$ cat config.mk
export PLATFORM = sky130hd
export DESIGN_NAME = src_frame_reader
export DESIGN_NICKNAME = d
export VERILOG_FILES = /design/src/rtl/src_reader_pkg.sv /design/src/rtl/pix_skid_fifo.sv /design/src/rtl/src_frame_reader.sv
export SDC_FILE = /design/constraint.sdc
export NUM_CORES = 1
export LEC_CHECK = 0
export ABC_AREA = 0
export CAP_MARGIN = 20
export CORE_MARGIN = 2
export CORE_UTILIZATION = 28
export DETAILED_ROUTE_END_ITERATION = 8
export GPL_TIMING_DRIVEN = 0
export HOLD_SLACK_MARGIN = 0.05
export PLACE_DENSITY_LB_ADDON = 0.3
export SYNTH_ARGS = -nofsm -noshare
export SYNTH_HDL_FRONTEND = slang
export SYNTH_SLANG_ARGS = --single-unit
$ cat constraint.sdc
create_clock -name clk -period 5.9 [get_ports clk]
set_input_delay 0.59 -clock clk [delete_from_list [all_inputs] [get_ports clk]]
set_output_delay 0.59 -clock clk [all_outputs]
set_load 0.005 [all_outputs]
$ cat src/rtl/src_reader_pkg.sv
// src_reader_pkg: shared types and default geometry for the source frame reader.
//   src_state_t : frame reader FSM states
//   pix_beat_t  : one output pixel beat {data, eol, eof}
package src_reader_pkg;
    localparam int SRC_IMG_W = 28;
    localparam int SRC_IMG_H = 28;
    localparam int SRC_PIX_W = 8;
    typedef enum logic [1:0] {IDLE, RUN, DRAIN, DONE} src_state_t;
    typedef struct packed {
        logic [SRC_PIX_W-1:0] data;
        logic                 eol;
        logic                 eof;
    } pix_beat_t;
endpackage

$ cat src/rtl/pix_skid_fifo.sv
// pix_skid_fifo: 2-entry FIFO of pixel beats between the ROM return path and the stream output.
//   clk, rstn : clock, async active-low reset (empties the FIFO)
//   push, din : write a beat
//   pop       : remove the head beat
//   dout      : head beat
//   full, empty, count : occupancy status
module pix_skid_fifo
    import src_reader_pkg::*;
(
    input  logic      clk,
    input  logic      rstn,
    input  logic      push,
    input  logic      pop,
    input  pix_beat_t din,
    output pix_beat_t dout,
    output logic      full,
    output logic      empty,
    output logic [1:0] count
);
    pix_beat_t mem [2];
    logic      wp, rp, push_ok, pop_ok;
    assign full    = count == 2'd2;
    assign empty   = count == 2'd0;
    assign pop_ok  = pop && !empty;
    assign push_ok = push && (!full || pop_ok);
    assign dout    = mem[rp];
    always_ff @(posedge clk or negedge rstn) begin
        if (!rstn) begin
            wp     <= 1'b0;
            rp     <= 1'b0;
            count  <= 2'd0;
            mem[0] <= '0;
            mem[1] <= '0;
        end else begin
            if (push_ok) begin
                mem[wp] <= din;
                wp      <= ~wp;
            end
            if (pop_ok) rp <= ~rp;
            count <= count + {1'b0, push_ok} - {1'b0, pop_ok};
        end
    end
endmodule

$ cat src/rtl/src_frame_reader.sv
// src_frame_reader: reads one frame from the source ROM in raster order on go and streams it out.
//   clk, rstn          : clock, async active-low reset (aborts any frame)
//   go                 : start pulse, honoured in IDLE or DONE
//   ready              : one-cycle pulse once the eof beat has been accepted
//   busy               : frame in progress (RUN or DRAIN)
//   rom_rd, rom_addr   : ROM read strobe and address (row*IMG_W + col)
//   rom_q              : ROM data, one cycle after rom_rd
//   pix_valid/ready    : output handshake
//   pix_data/eol/eof   : output beat
//   Macro SRC_PAD_EN   : stream a 1-pixel zero border around the image
module src_frame_reader
    import src_reader_pkg::*;
#(
    parameter int IMG_W  = SRC_IMG_W,
    parameter int IMG_H  = SRC_IMG_H,
    parameter int PIX_W  = SRC_PIX_W,
    parameter int ADDR_W = 10
)(
    input  logic              clk,
    input  logic              rstn,
    input  logic              go,
    output logic              ready,
    output logic              busy,
    output logic              rom_rd,
    output logic [ADDR_W-1:0] rom_addr,
    input  logic [PIX_W-1:0]  rom_q,
    output logic              pix_valid,
    input  logic              pix_ready,
    output logic [PIX_W-1:0]  pix_data,
    output logic              pix_eol,
    output logic              pix_eof
);
`ifdef SRC_PAD_EN
    localparam int SW = IMG_W + 2;
    localparam int SH = IMG_H + 2;
`else
    localparam int SW = IMG_W;
    localparam int SH = IMG_H;
`endif
    localparam logic [ADDR_W-1:0] LAST_COL = ADDR_W'(SW - 1);
    localparam logic [ADDR_W-1:0] LAST_ROW = ADDR_W'(SH - 1);
    src_state_t        state, state_nx;
    logic [ADDR_W-1:0] row, col;
    logic              start, issue, last, border, pop, v_q, pad_q, eol_q, eof_q;
    logic              full, empty;
    logic [1:0]        count;
    pix_beat_t         din, head;
`ifdef SRC_PAD_EN
    // border positions take a pipeline slot like a read but never touch the ROM
    assign border   = row == '0 || row == LAST_ROW || col == '0 || col == LAST_COL;
    assign rom_addr = border ? '0 : ADDR_W'((row - 1) * IMG_W + col - 1);
`else
    assign border   = 1'b0;
    assign rom_addr = ADDR_W'(row * IMG_W + col);
`endif
    assign start     = go && (state == IDLE || state == DONE);
    assign last      = row == LAST_ROW && col == LAST_COL;
    assign pix_valid = !empty;
    assign pop       = pix_valid && pix_ready;
    // a slot is granted only if the FIFO can absorb it together with the read already in flight;
    // a pop this cycle frees an entry in time for the returning data
    assign issue     = state == RUN && (pop || (!full && count + {1'b0, v_q} < 2'd2));
    assign rom_rd    = issue && !border;
    assign pix_data  = pix_valid ? PIX_W'(head.data) : '0;
    assign pix_eol   = pix_valid && head.eol;
    assign pix_eof   = pix_valid && head.eof;
    assign din       = '{data: pad_q ? '0 : SRC_PIX_W'(rom_q), eol: eol_q, eof: eof_q};
    always_comb begin
        state_nx = state;
        ready    = 1'b0;
        busy     = 1'b0;
        case (state)
            IDLE:    state_nx = go ? RUN : IDLE;
            RUN:     begin
                busy     = 1'b1;
                state_nx = issue && last ? DRAIN : RUN;
            end
            DRAIN:   begin
                busy     = 1'b1;
                state_nx = pop && head.eof ? DONE : DRAIN;
            end
            DONE:    begin
                ready    = 1'b1;
                state_nx = go ? RUN : IDLE;
            end
            default: state_nx = IDLE;
        endcase
    end
    always_ff @(posedge clk or negedge rstn) begin
        if (!rstn) state <= IDLE;
        else       state <= state_nx;
    end
    always_ff @(posedge clk or negedge rstn) begin
        if (!rstn) begin
            row <= '0;
            col <= '0;
        end else if (start) begin
            row <= '0;
            col <= '0;
        end else if (issue && !last) begin
            col <= col == LAST_COL ? '0 : col + 1'b1;
            if (col == LAST_COL) row <= row + 1'b1;
        end
    end
    always_ff @(posedge clk or negedge rstn) begin
        if (!rstn) begin
            v_q   <= 1'b0;
            pad_q <= 1'b0;
            eol_q <= 1'b0;
            eof_q <= 1'b0;
        end else begin
            v_q   <= issue;
            pad_q <= border;
            eol_q <= col == LAST_COL;
            eof_q <= last;
        end
    end
    pix_skid_fifo u_fifo (
        .clk   (clk),
        .rstn  (rstn),
        .push  (v_q),
        .pop   (pop),
        .din   (din),
        .dout  (head),
        .full  (full),
        .empty (empty),
        .count (count)
    );
endmodule

# Word level (Yosys, flattened, before mapping)
# Cells that the tools add are included.
# classes
addsub	6
multipliers	1
n_lt_le_gt_ge	4
eq_ne	6
muxes	19
bitwise	4
n_reduce_logical	26
# op_table
op	n
10-bit 2-to-1 mux	10
10-bit by 1-bit adder with 10-bit output (second input constant)	2
20-bit bitwise mux	1
10-bit by 5-bit == test with 1-bit output (second input constant)	2
1-bit logical AND	13
10-bit adder	1
10-bit demux with 1-bit select	1
10-bit by 3-bit multiplier with 8-bit output (second input constant)	1
8-bit 2-to-1 mux	1
2-bit == test (second input constant)	3
2-bit case mux with 3 select lines	1
2-bit by 1-bit adder with 2-bit output	2
2-bit greater-or-equal comparator (second input constant)	2
2-bit zero test	2
1-bit 2-to-1 mux	4
1-bit inverter with 2-bit output	2
2-bit nonzero test	2
2-bit OR reduction	2
1-bit zero test	3
1-bit logical OR	3
2-bit by 1-bit == test with 1-bit output (second input constant)	1
2-bit by 1-bit < comparator with 1-bit output (second input constant)	1
2-bit < comparator (second input constant)	1
2-bit 2-to-1 mux	1
3 further kinds	4
# word_totals
ff_bits	49
inputBits	12
output_inout_bits	24
wordCells	81

# Depth between registers and ports, before layout
# Gate-level depths: netlist of run 1.
# depth
depth_word	8
depth_mapped	11

# Cells and area by module
# A second synthesis of run 1 with hierarchy kept.
# unflattened
cells_unflattened	298
area_unflattened_um2	3224.3
# modules_own_cells
module	instances	cells_per_inst	area_per_inst_um2	seq_area_each_um2
src_frame_reader	1	223	2125.8	625.6
pix_skid_fifo	1	75	1098.6	600.6

# Worst setup path before layout of run 1
# OpenSTA, ideal clock, no wires.
# synth_path
path_type	reg-to-output
startpoint	register row[0]
endpoint	output port rom_addr[9]
t_arrival_ps	2711
slack_ps	2599
stages_incl_launch_ff	10
path_cell_list	dfrtp_1 > fa_1 > ha_1 > fa_1 > a21o_1 > a21oi_1 > xnor2_1 > ha_1 > o41ai_1 > xnor2_1
# synth_via
elab_chain_len	2
# synth_rtl
element	line_no	text
from (decl)	src_frame_reader.sv:43	logic [ADDR_W-1:0] row, col;
from (signal assigned)	src_frame_reader.sv:102	if (col == LAST_COL) row <= row + 1'b1;
10-bit by 3-bit multiplier with 8-bit output	src_frame_reader.sv:54	assign rom_addr = ADDR_W'(row * IMG_W + col);
10-bit adder	src_frame_reader.sv:54	
to (decl)	src_frame_reader.sv:25	output logic [ADDR_W-1:0] rom_addr,
# No other way between the ends.

# Worst setup path after layout of run 1
# layout_path
startpoint	register row[2]
endpoint	output port rom_addr[9]
# The elaborated chain is that of the path after synthesis.

==> results by group, run 1 <==
Status
  – Status: finished clean

Global routing
  – First-pass GRT wire length: approximately 11 mm
  – Grt total ovfl: 0
  – Vias in the first global route: about 2.2k
  – Initial antenna violation count: 0
  – Tot GR Track Use: between 10% and 20%
  – Largest net degree at the start of global routing: 35

Placed design
  – Post-DP HPWL: between 4 and 5 mm
  – Pre-CTS setup slack: 1833 ps
  – Gpl congestion: roughly 0.71
  – I/O Buffers: 35

Clocking
  – Root buf cell: clkbuf_8
  – Postcts setup bufs: 0
  – Clock transition at path regs: 90 ps
  – Clock Tree Buf Depth: 2
  – Post_cts resized: 0
  – TritonCTS clock tree: yes
  – CTS H-tree lvls: 2
  – Sink Count: just under 50
  – Post-CTS Hold Buffers: 0
  – Num CTS Buffers: 5
  – Clock Latency Late Sink: 300 ps

Timing
  – Min cycle time layout: between 4000 and 5000 ps
  – Slew HR: 33.48%
  – FMAX: roughly 0.23 GHz
  – Worst Slack Setup Final: 1524 ps
  – Final Cycle Share: roughly 74%
  – Worst-Margin Slew: between 900 and 1000 ps
  – Slew Limit Fails: 0
  – Hold Violations, Final: 0
  – Clock Skew: roughly 7.8 ps
  – RSZ-0062 raised after global routing: false
  – Final setup viols: 0
  – Final setup TNS: 0 ps

Detailed routing
  – Initial DRT Pass Iterations: 4
  – DRC: 0
  – Average wire per standard cell: approximately 13 um
  – Starting DRT DRC Count: 73
  – Routed Antenna Nets: 0
  – Via Count: roughly 2.2k
  – Post-Route WL: 6.380 mm
  – Avg Vias per Cell: around 4.7

Synth
  – Yosys reg bits: between 40 and 50
  – Synth top area share: 39.85%
  – Number of flops mapped to enable cells by yosys: 0
  – Most frequent cell after synthesis: dfrtp_1
  – Top_reg_cell synth: dfrtp_1
  – Syn Nets: around 340
  – Avg Inst Size Synth: about 11 um2
  – Synth Warn #: 0
  – Synth unique cells: 46
  – Post-synth top area cell: dfrtp_1
  – Post-Synthesis Cells: 290
  – Top cells by count, synth: dfrtp_1, ha_1, nor2_1
  – Synthesized cell area: around 3000 um2
  – Share of the yosys chip area belonging to registers: 39.85%
  – Async SR Flop Fraction: 100.0%
  – Synth top area cells: dfrtp_1, ha_1, mux2_2, fa_1, xnor2_1

Worst setup path
  – WP data arrival: about 3800 ps
  – Register-to-Register Path Depth: 7
  – R2R setup slack: ~3400 ps
  – CP required: ~5300 ps
  – CP Capture Type: output port
  – Max FO, Critical Path: 6
  – Reg2reg end: col[6]
  – Origin of the critical flop-to-flop path: row[2]
  – CP Launch Type: flop
  – Crit Path Category: flop to output port

Die
  – CORE AREA: around 11000 um2
  – Initial core utilization: between 20% and 30%
  – I/O pin cnt: 36
  – Die ar.: approximately 12000 um2
  – Die height: 108.8 um
  – Die width: 108.8 um
  – Row Count: 38

Power
  – Peak supply drop: approximately 100 uV
  – P per Cell Area: around 180 nW/um2
  – LEAKAGE: about 0.0017 uW

Cells and area
  – Layout cells sized above 1: 11.08%
  – Area added between synthesis and finish: 20.41%
  – Nets@finish: around 380
  – Util after Layout: approximately a third
  – Ant diodes: 0

Flow run
  – MaxCap Viol Count: 0

Hold path
  – Hold Path Class: primary input to asynchronous set/reset pin
==> worst max path at each step <==
stage | from | to | cells after the start | slack (ps)
2_1_floorplan | row[0] | rom_addr[9] | 9 | 2600
3_3_place_gp | row[2] | rom_addr[9] | 10 | 1860
3_5_place_dp | row[2] | rom_addr[9] | 10 | 1830
4_1_cts | row[2] | rom_addr[9] | 10 | 1480
5_1_grt | row[2] | rom_addr[9] | 10 | 1290
6_report | row[2] | rom_addr[9] | 10 | 1520
==> cells in the final DEF (no fill, tap or decap), drive strengths merged, types with 2 or more instances in the layout <==
master	instances
nand4	2
a21oi	16
nand2	13
o21bai	2
o21ai	13
xnor2	16
nor2b	2
buf	4
o211ai	3
inv	19
mux2	21
or3	8
dfrtp	49
fa	7
mux2i	10
clkdlybuf4s50	34
and4	2
a21o	4
o31ai	3
ha	26
xor2	7
nor4	2
clkinvlp	2
nor4b	2
or4	4
and2	3
and3	3
clkbuf	9
a211oi	2
nor2	24
nand3	9
nor3	2
==> through the flow <==
stage                     hold WS (ps)  std cells  area, um2  total power [uW]
after floorplan                  294.4        290       3077             427.5
after global placement           482.3        465       3602             465.7
after detailed placement         486.6        466       3617             470.0
after CTS                        187.5        474       3705             670.1
after global routing             198.7        474       3705             698.5
final                            186.2        474       3705             658.2
==> flip-flops by register name (all words and copies together) (netlist names), 2 cells and up <==
name,count
u_fifo.mem,20
col,10
row,10
state,2
u_fifo.count,2
==> power by group <==
part,internal [uW],switching [uW],leakage [uW]
combinational,46.1,57.0,0.00102
sequential,347,11.0,0.000657
clock,83.7,114,0.0000374
total,477,182,0.00172
==> per-layer routing <==
layer / wire length [um] / share of wire, % / track usage, %
met5: 0 / 0 / 0
met4: 65 / 1.0 / 2.473
met3: 239 / 3.7 / 2.152
met2: 2901 / 45 / 18.84
met1: 3173 / 50 / 16.60
==> critical path, stage by stage (launching register included) <==
cell and delay, ps:
dfrtp_1 530, fa_1 480, ha_1 240, fa_1 410, a21o_1 190, a21oi_1 170, xnor2_1 90, ha_1 210
o41ai_1 470, xnor2_1 170, clkdlybuf4s50_1 530
==> logic make-up after synthesis <==
group | after synthesis | synth area share [%]
adder cells (fa/ha/maj) | 33 | 15.13
buffers and inverters | 24 | 3.172
XOR/XNOR | 23 | 6.547
flip-flops | 49 | 39.85
multiplexers | 31 | 10.94
AO/OA/AOI/OAI | 49 | 9.679
AND/OR/NAND/NOR | 81 | 14.68
==> area by class of cell <==
type,instances,area [um2]
clock buffers,6,72.57
flip-flops and latches,49,1226
multi-input cells,217,1753
plain buffers,5,26.28
well taps,140,175.2
inverters,19,71.32
clock inverters,2,15.01
fillers,1077,7088
repair buffers,36,365.4
No activity file was read; power rests on OpenSTA's default activity.
==> inputs of run 2 (changes only) <==
==> constraint.sdc (replaced) <==
create_clock -name clk -period 3.7 [get_ports clk]
set_input_delay 0.37 -clock clk [delete_from_list [all_inputs] [get_ports clk]]
set_output_delay 0.37 -clock clk [all_outputs]
set_load 0.005 [all_outputs]
==> run 2 against run 1 <==
Compared with the run above: cell count up 1.9%; combinational power up 60%; worst setup slack worse by 1300 ps; clock power up 59%; clock skew about the same; global-route usage up 0.090 points; via count up 1.8%; clock-buffer cell count unchanged; critical path type unchanged; critical endpoint unchanged.
==> results by group, run 2 (synthesis gave the netlist of run 1 again) <==
Status
  – Status: finished clean

Worst setup path
  – Stages on the worst setup path: 12 (+2)
  – Slowest stage cell on the critical path: fa_1
  – Crit-path cells: fa_1, ha_2, fa_2, a21o_1, a21oi_1, xnor2_1, ha_2, nor2_1, nor2_1, o41ai_2, xnor2_1, clkbuf_2
  – Crit-path leading delay family: adder cells
  – Register-to-Register Path Depth: 8 (+1)
  – CP required: 3330 ps (-1980 ps)
  – Reg2reg end: col[6]
  – Origin of the critical flop-to-flop path: row[2]
  – Critical path destination: rom_addr[9]
  – CP max stage delay: 470 ps (-60 ps)
  – CP Launch Type: flop
  – CP Capture Type: output port
  – Buf/Inv on CP: 1 (unchanged)
  – R2R setup slack: 1110 ps (-2270 ps)
  – WP data arrival: 3130 ps (-660 ps)
  – Max FO, Critical Path: 4 (-2)
  – Worst setup path start: row[1]
  – Crit Path Category: flop to output port

Placed design
  – Placed Area: 3617 um2 (unchanged)
  – Gpl congestion: 0.7078 (unchanged)
  – I/O Buffers: 35 (unchanged)
  – Post-DP HPWL: 4.896 mm (unchanged)

Power
  – Peak supply drop: 165.0 uV (+59%)
  – LEAKAGE: 0.001807 uW (+5.1%)
  – P per Cell Area: 274.4 nW/um2 (+54%)

Timing
  – Slew Limit Fails: 0 (unchanged)
  – Clock Skew: 7.803 ps (+0.0003300 ps)
  – Hold Violations, Final: 0 (unchanged)
  – Final setup TNS: 0 ps (unchanged)
  – Final Cycle Share: a little over nine tenths
  – Final setup viols: 0 (unchanged)
  – Min cycle time layout: 3497 ps
  – RSZ-0062 raised after global routing: false
  – Worst-Margin Slew: 981.0 ps (-8.303 ps)
  – Hold slack: 499.7 ps (+313.5 ps)
  – Slew HR: 34.04% (+0.56 points)
  – FMAX: 0.2860 GHz

Global routing
  – First-pass GRT wire length: 11.12 mm (+0.87%)
  – Largest net degree at the start of global routing: 35 (unchanged)
  – Vias in the first global route: 2245 (+1.4%)
  – Initial antenna violation count: 0 (unchanged)
  – Grt total ovfl: 0 (unchanged)
  – Tot GR Track Use: 11.84% (+0.090 points)

Hold path
  – Hold Path Class: primary input to asynchronous set/reset pin

Die
  – Initial core utilization: 28.51% (unchanged)
  – Row Count: 38 (unchanged)
  – Die height: 108.8 um (unchanged)
  – Die width: 108.8 um (unchanged)
  – Die ar.: 11840 um2 (unchanged)
  – CORE AREA: 10790 um2 (unchanged)
  – I/O pin cnt: 36 (unchanged)

Cells and area
  – Commonest non-fill, non-tap cell in the layout: dfrtp_1
  – Layout cells sized above 1: 16.91% (+5.8 points)
  – Largest registers: u_fifo.mem: 20 flops, col: 10 flops, row: 10 flops
  – Max reg flops: 20 (unchanged)
  – Largest register by flop count: u_fifo.mem
  – Area added between synthesis and finish: 24.36%
  – Ant diodes: 0 (unchanged)
  – Post-route cell area: 3826 um2 (+3.3%)
  – Nets@finish: 387 (+2.4%)
  – Util after Layout: 35.45% (+1.1 points)
  – Most frequent cells in the layout: dfrtp_1, clkdlybuf4s50_1, nor2_1, ha_1, mux2_2

Clocking
  – TritonCTS clock tree: yes
  – Sink Count: 49 (unchanged)
  – Clock Tree Buf Depth: 2 (unchanged)
  – Clock transition at path regs: 90 ps (about the same)
  – Num CTS Buffers: 5 (unchanged)
  – CTS H-tree lvls: 2 (unchanged)
  – Clock Latency Late Sink: 300 ps (about the same)
  – Root buf cell: clkbuf_8

Flow run
  – MaxCap Viol Count: 0 (unchanged)

Detailed routing
  – Average wire per standard cell: 13.38 um (-0.60%)
  – Post-Route WL: 6.462 mm (+1.3%)
  – DRC: 0 (unchanged)
  – Avg Vias per Cell: 4.708 (about the same)
  – Starting DRT DRC Count: 68 (-6.8%)
  – Routed Antenna Nets: 0 (unchanged)
  – Via Count: 2274 (+1.8%)
  – Initial DRT Pass Iterations: 4 (unchanged)
run 2: changes by cell type in the layout (fill, tap and decap cells not counted), sizes merged:
| cell | before | now |
|---|---|---|
| clkbuf | 9 | 10 |
| clkdlybuf4s50 | 34 | 31 |
| buf | 4 | 12 |
| dlymetal6s2s | 0 | 2 |
| dlygate4sd3 | 0 | 1 |
run 2: metal layers:
layer	track usage [%]	up-vias	wire [um]
met4	2.473	0	65
met1	16.68	1103	3162
met5	0	-	0
met2	19.06	37	2990
met3	2.152	6	243
li1	-	1128	-
run 2: worst min-delay path by stage:
stage	start	endpoint	cells after the start
floorplan	rstn	col[0]	0
global placement	u_fifo.mem[0]	u_fifo.mem[0]	1
detailed placement	rstn	u_fifo.mem[8]	1
CTS	rstn	u_fifo.mem[8]	2
global route	rstn	u_fifo.mem[18]	2
finish	rstn	u_fifo.mem[18]	2
run 2: layout make-up:
class | instances | area, um2
Clock buffer | 6 | 72.57
Timing Repair Buffer | 45 | 435.4
Sequential cell | 49 | 1231
Clock inverter | 2 | 15.01
Multi-Input combinational cell | 217 | 1799
Buffer | 5 | 26.28
Tap cell | 140 | 175.2
Fill cell | 1066 | 6967
Inverter | 19 | 71.32
run 2: per-stage QoR:
stage	worst slack (ps)	instances	total power (uW)
after floorplan	618.6	290	681.6
after global placement	-116.7	465	742.6
after detailed placement	-146.9	466	749.4
after CTS	1.265	480	1069
after global routing	30.63	483	1116
final	203.2	483	1050
run 2: where the power goes:
| group | total [uW] | internal (uW) | switching (uW) | leakage, uW |
|---|---|---|---|---|
| Sequential | 570 | 553 | 17.5 | 0.000652 |
| Combinational | 165 | 74.3 | 91.0 | 0.00112 |
| Clock | 314 | 133 | 181 | 0.0000374 |
run 2: timing repair:
action,4_1_cts,5_1_grt
gates resized for setup,9,8
endpoints found under the hold margin,15,0
buffers inserted,5,3
pin swaps,1,5
hold buffers,1,0
endpoints found under the setup margin,3,3
